## config.mk

```make
export PLATFORM = sky130hd
export DESIGN_NAME = tilemap_scheduler
export DESIGN_NICKNAME = d
export VERILOG_FILES = /design/src/rtl/tilemap_scheduler.sv
export SDC_FILE = /design/constraint.sdc
export NUM_CORES = 1
export LEC_CHECK = 0
export BUFFER_PORTS_ARGS = -buffer_cell sky130_fd_sc_hd__buf_4
export CORE_ASPECT_RATIO = 0.5
export CORE_UTILIZATION = 60
export CTS_BUF_LIST = sky130_fd_sc_hd__clkbuf_4
export DETAILED_ROUTE_END_ITERATION = 12
export MAX_ROUTING_LAYER = met4
export PLACE_DENSITY = 0.9
export SLEW_MARGIN = 15
export SYNTH_ARGS = -nofsm -noshare
export SYNTH_HDL_FRONTEND = slang
export SYNTH_SLANG_ARGS = --single-unit
```

## constraint.sdc

```tcl
create_clock -name clk -period 5.1 [get_ports clk]
set_input_delay 0.51 -clock clk [delete_from_list [all_inputs] [get_ports clk]]
set_output_delay 0.51 -clock clk [all_outputs]
set_load 0.01 [all_outputs]
```

## src/rtl/tilemap_scheduler.sv

```systemverilog
// rtl/tilemap_scheduler.sv - walks the tilemap row-major and issues one tile-drawer request per cell
module tilemap_scheduler #(
    parameter int MAP_COLS    = 20,
    parameter int MAP_ROWS    = 15,
    parameter int NUM_TILES   = 21,
    parameter int ACK_TIMEOUT = 15
) (
    input  logic        clk,
    input  logic        reset,
    input  logic        start,
    output logic [8:0]  map_addr,
    input  logic [7:0]  map_data,
    output logic [11:0] td_tile_address,
    output logic [7:0]  td_x_pos,
    output logic [7:0]  td_y_pos,
    output logic        td_draw,
    input  logic        td_active,
    output logic        busy,
    output logic        done,
    output logic        bad_tile,
    output logic        timeout_err
);

    localparam int CW = $clog2(ACK_TIMEOUT + 1);

    typedef enum logic [2:0] {
        S_IDLE,
        S_FETCH,
        S_WAIT_MAP,
        S_LATCH,
        S_ISSUE,
        S_WAIT_DONE,
        S_ADVANCE
    } state_t;

    state_t      state_q, state_d;
    logic [4:0]  col_q, col_d;
    logic [3:0]  row_q, row_d;
    logic [CW-1:0] cnt_q, cnt_d;
    logic [8:0]  map_addr_q, map_addr_d;
    logic [11:0] tile_addr_q, tile_addr_d;
    logic [7:0]  x_pos_q, x_pos_d;
    logic [7:0]  y_pos_q, y_pos_d;
    logic        draw_q, draw_d;
    logic        busy_q, busy_d;
    logic        done_q, done_d;
    logic        bad_tile_q, bad_tile_d;
    logic        timeout_q, timeout_d;

    logic        idx_bad;
    logic [11:0] idx_ext;

    always_comb begin
        idx_bad = (map_data >= 8'(NUM_TILES));
        idx_ext = idx_bad ? 12'd0 : {7'd0, map_data[4:0]};

        state_d     = state_q;
        col_d       = col_q;
        row_d       = row_q;
        cnt_d       = cnt_q;
        map_addr_d  = map_addr_q;
        tile_addr_d = tile_addr_q;
        x_pos_d     = x_pos_q;
        y_pos_d     = y_pos_q;
        draw_d      = draw_q;
        busy_d      = busy_q;
        done_d      = 1'b0;
        bad_tile_d  = bad_tile_q;
        timeout_d   = timeout_q;

        case (state_q)
            S_IDLE: begin
                // A start coinciding with the done pulse belongs to the finished frame.
                if (start && !done_q) begin
                    bad_tile_d = 1'b0;
                    timeout_d  = 1'b0;
                    row_d      = 4'd0;
                    col_d      = 5'd0;
                    map_addr_d = 9'd0;
                    busy_d     = 1'b1;
                    state_d    = S_FETCH;
                end
            end
            S_FETCH:    state_d = S_WAIT_MAP;
            S_WAIT_MAP: state_d = S_LATCH;
            S_LATCH: begin
                if (idx_bad) begin
                    bad_tile_d = 1'b1;
                end
                tile_addr_d = (idx_ext << 7) + (idx_ext << 6);
                x_pos_d     = {col_q, 3'b000};
                y_pos_d     = {1'b0, row_q, 3'b000};
                cnt_d       = '0;
                draw_d      = 1'b1;
                state_d     = S_ISSUE;
            end
            S_ISSUE: begin
                // Drop draw immediately on ack so the idle drawer cannot retrigger.
                if (td_active) begin
                    draw_d  = 1'b0;
                    state_d = S_WAIT_DONE;
                end else if (cnt_q == CW'(ACK_TIMEOUT - 1)) begin
                    timeout_d = 1'b1;
                    draw_d    = 1'b0;
                    state_d   = S_ADVANCE;
                end else begin
                    cnt_d = cnt_q + 1'b1;
                end
            end
            S_WAIT_DONE: begin
                if (!td_active) begin
                    state_d = S_ADVANCE;
                end
            end
            S_ADVANCE: begin
                if (col_q == 5'(MAP_COLS - 1)) begin
                    col_d = 5'd0;
                    row_d = row_q + 1'b1;
                end else begin
                    col_d = col_q + 1'b1;
                end
                map_addr_d = map_addr_q + 9'd1;
                if (row_q == 4'(MAP_ROWS - 1) && col_q == 5'(MAP_COLS - 1)) begin
                    done_d  = 1'b1;
                    busy_d  = 1'b0;
                    state_d = S_IDLE;
                end else begin
                    state_d = S_FETCH;
                end
            end
            default: state_d = S_IDLE;
        endcase
    end

    always_ff @(posedge clk) begin
        if (reset) begin
            state_q     <= S_IDLE;
            col_q       <= 5'd0;
            row_q       <= 4'd0;
            cnt_q       <= '0;
            map_addr_q  <= 9'd0;
            tile_addr_q <= 12'd0;
            x_pos_q     <= 8'd0;
            y_pos_q     <= 8'd0;
            draw_q      <= 1'b0;
            busy_q      <= 1'b0;
            done_q      <= 1'b0;
            bad_tile_q  <= 1'b0;
            timeout_q   <= 1'b0;
        end else begin
            state_q     <= state_d;
            col_q       <= col_d;
            row_q       <= row_d;
            cnt_q       <= cnt_d;
            map_addr_q  <= map_addr_d;
            tile_addr_q <= tile_addr_d;
            x_pos_q     <= x_pos_d;
            y_pos_q     <= y_pos_d;
            draw_q      <= draw_d;
            busy_q      <= busy_d;
            done_q      <= done_d;
            bad_tile_q  <= bad_tile_d;
            timeout_q   <= timeout_d;
        end
    end

    assign map_addr        = map_addr_q;
    assign td_tile_address = tile_addr_q;
    assign td_x_pos        = x_pos_q;
    assign td_y_pos        = y_pos_q;
    assign td_draw         = draw_q;
    assign busy            = busy_q;
    assign done            = done_q;
    assign bad_tile        = bad_tile_q;
    assign timeout_err     = timeout_q;

endmodule

```

==> summary.md <==
For the final database, setup skew stands at 0.0132 ns. For the routed length on met3, the log shows 264 µm. The max-slew violation count is 0. Summing the areas of all fa, ha and maj instances in the mapped netlist gives 4.73% of the synthesized area. The final-layout fill cell count is 289, and the placeable core region is 3600 µm². The minimum clock period was 2.10 ns; the fmax was 0.477 GHz. Final total negative setup slack: 0 ns. For the quantity of gates resized following cts, the log shows 0.

Post-CTS timing repair inserted 0 buffers for setup. Sorting the synthesized cells by how often they occur yields 45 x dfxtp_1, 36 x a21oi_1, 32 x nand2_1, 29 x nor2_1, 13 x buf_4. Dividing the final minimum period by the clock period gives 41.1%.

The detailed router put a total of 2290 µm of wire on met1. The critical path is of the input pin to register type. Of the cells placed in the final design, the portion with a size suffix greater than 1 is 17.4%. CTS built an H-tree with a depth of 2. The worst setup path is launched from an input pin.

Clock-pin slew was measured on the worst setup and hold paths at 0.12 ns. The flow ran to the end, and the final reports show no timing, DRC or antenna violations. In this run, synthesis produced a sequential element count of 45.

Counting every instance in the synthesized netlist gives 289. At the pin with the least slew margin, the transition time is 0.799 ns. Yosys mapped a number of flops with a built-in enable equal to 0.

The worst path meets setup with 3.00 ns of slack. The boundary pin count was 54; the worst relative slew slack was 46.7%. For the total routed wirelength, the log shows 5180 µm. By area the synthesized netlist is led by dfxtp_1 38%, a21oi_1 7.6%, nand2_1 5.0%. OpenSTA, run right after detailed placement, puts the worst setup slack at 2.64 ns. During placement, the flow inserted port buffers numbering 40. The die is 46.5 µm tall. The cell area after synthesis is 2380 µm², and the compound-cell area share of the yosys netlist is 19.9%.

The main flop type after synthesis is dfxtp_1. Dividing the detail-routed via count by the number of cells gives 5.82. The worst hold path belongs to the class input pin to register.

The number of nets still failing antenna checks after routing is 0. Setup repair after global routing left no endpoint under its margin. The area share of xor/xnor cells in the synthesized design works out to 1.84%. VDD sags by at most 131 µV. The logs give 0 for the DRC violation count after routing and 126 for the first-iteration detailed-routing DRC count.

The main combinational cell family by area after synthesis was simple AND/OR/NAND/NOR gates. In the detailed route, the total length drawn on met2 is 2530 µm. The placed cell count is 365, and the count of unique library cells instantiated by Yosys is 53. The number of endpoints with negative hold slack in the final report is 0, and the total global-route track usage is 26.6%.

The die is 91.1 µm wide. The effective utilization at floorplan came out at 66.0%. Across the run, the number of max-cap violations was 0. The insertion delay to the later sink of the worst-skew pair came out at 0.37 ns. The most repeated cell in the gate-level netlist after synthesis was dfxtp_1.

The standard-cell row count was 15. No sink is reached through more buffers than the 2 on the longest clock path. After synthesis, the largest area contributor takes up 37.9% of total cell area.

Each instance of the synthesized netlist takes up on average 8.23 µm². The tree built by TritonCTS fans out to 45 sinks. The category of the worst setup path capture point was a register. TritonCTS built the clock tree. The area of the die is 4240 µm², and the share of synthesized area spent on multiplexers is 0%. For the via count of the first global-routing pass, the log shows 1852. The finished layout holds 373 standard cells, fillers aside. Of the total synthesized cell area, the portion taken by AND, OR, NAND and NOR gates is 27.0%. After synthesis, the share of flip-flops with an asynchronous set or reset is 0%.

Setup violations remaining at the end of the flow were counted as 0. The highest metal layer carrying signal wires in the routed design is met4. The analysis attributes to cell leakage a power of 1.05 nW. The total number of nets in the final design was 342; the number of buffers created by CTS was 5. The areal power density over the cells was 285 nW/µm²; the routed via count was 2169. The repair_antennas step left the layout with diodes totalling 0. The number of antenna violations at the first check in global routing is 0, and the worst path required time is 5.37 ns. Entering global routing, the biggest net connects 42 pins. Estimated wirelength of the detail-placed design: 3610 µm. The sequential element share of the synthesized area is 37.9%. Dividing the detail-routed wire length by the instance count gives 13.9 µm. For the global-route wire length before repair, the log shows 8300 µm. The largest total area in the synthesized netlist belongs to dfxtp_1. The logs give 5 for the number of optimization iterations in the first detailed-route pass and 0 for the aggregate global routing overflow. At the end of routability-driven placement, the weighted congestion stood at 0.875. Of all nets on the critical path, the largest fanout is 9. The endpoint arrival time on the critical path was 2.36 ns. In this run, post-CTS hold repair placed 0 buffers. CTS placed an instance of clkbuf_4 at the clock tree root. The Yosys step of the flow raised 0 warnings. From synthesis to final layout, the design area changed by 12.4%.
==> metrics by stage <==
step | hold slack (ns) | util [%] | area, µm² | power, mW
after floorplan | 0.462 | - | 2420 | 0.516
after global placement | 0.444 | 72.0 | 2600 | 0.539
after detailed placement | 0.447 | 72.0 | 2600 | 0.545
after CTS | 0.424 | 74.2 | 2680 | 0.763
after global routing | 0.440 | 74.2 | 2680 | 0.799
final | 0.431 | 74.2 | 2680 | 0.761
==> placed cells by master (no fill, tap or decap), types with 5 or more instances in the layout <==
cell type and n:
a31oi_1 6, buf_4 40, nand2b_1 5, nand3_1 8, dfxtp_1 45, ha_1 9, a21oi_1 36, conb_1 13
nand2_1 32, o21ai_0 10, nand3b_1 6, nor3_1 7, clkbuf_4 5, and2_1 5, nor2_1 29
==> registers in the layout, indices dropped and copies added (netlist names) <==
signal / cells
busy: 1
td_draw: 1
cnt_q: 4
bad_tile: 1
td_x_pos: 5
timeout_err: 1
td_y_pos: 4
col_q: 5
state_q: 3
row_q: 4
done: 1
map_addr: 9
td_tile_address: 6
==> power breakdown <==
group / total, mW / switching [mW] / internal [mW]
Sequential: 0.392 / 0.0243 / 0.368
Combinational: 0.149 / 0.0916 / 0.0569
Clock: 0.221 / 0.119 / 0.102
Total: 0.761 / 0.235 / 0.526
==> critical path: stages <==
cell and delay (ns):
buf_4 0.15, nor3_4 0.21, o21a_1 0.26, and2_1 0.16
ha_1 0.19, ha_1 0.22, a21oi_1 0.10, o211ai_1 0.18
o31ai_1 0.10, nor4_1 0.29
==> worst paths after layout <==
check,from,slack [ns],end,cells past startpoint
max,map_data[3],3.00,td_tile_address[11],10
max reg2reg,state_q[1],3.18,td_tile_address[11],4
min reg2reg,td_tile_address[8],0.46,td_tile_address[8],2
min,map_data[0],0.43,td_tile_address[6],3
==> final cells by class <==
class                      count  area (µm²)  area share [%]
clock inverter                 3        41.3            1.54
tap                           51        63.8            2.39
multi-input combinational    226        1320            49.3
clock buffer                   5        37.5            1.40
inverter                       3        11.3           0.421
timing repair buffer          40         300            11.2
sequential                    45         901            33.7
==> per-layer routing <==
layer / global-route usage (%) / up-vias
met2: 48.2 / 75
met5: - / -
met4: 10.5 / 0
met3: 5.94 / 12
li1: - / 1073
met1: 29.8 / 1009
==> cells by family (layout without fill, tap and decap cells) <==
kind of cell    Yosys count  count (layout)
simple gates            121             121
flops                    45              45
fa+ha+maj                 9               9
other cells               1              13
xor+xnor                  5               5
buf+inv                  30              51
compound gates           78              78
(Power assumes the default switching activity.)
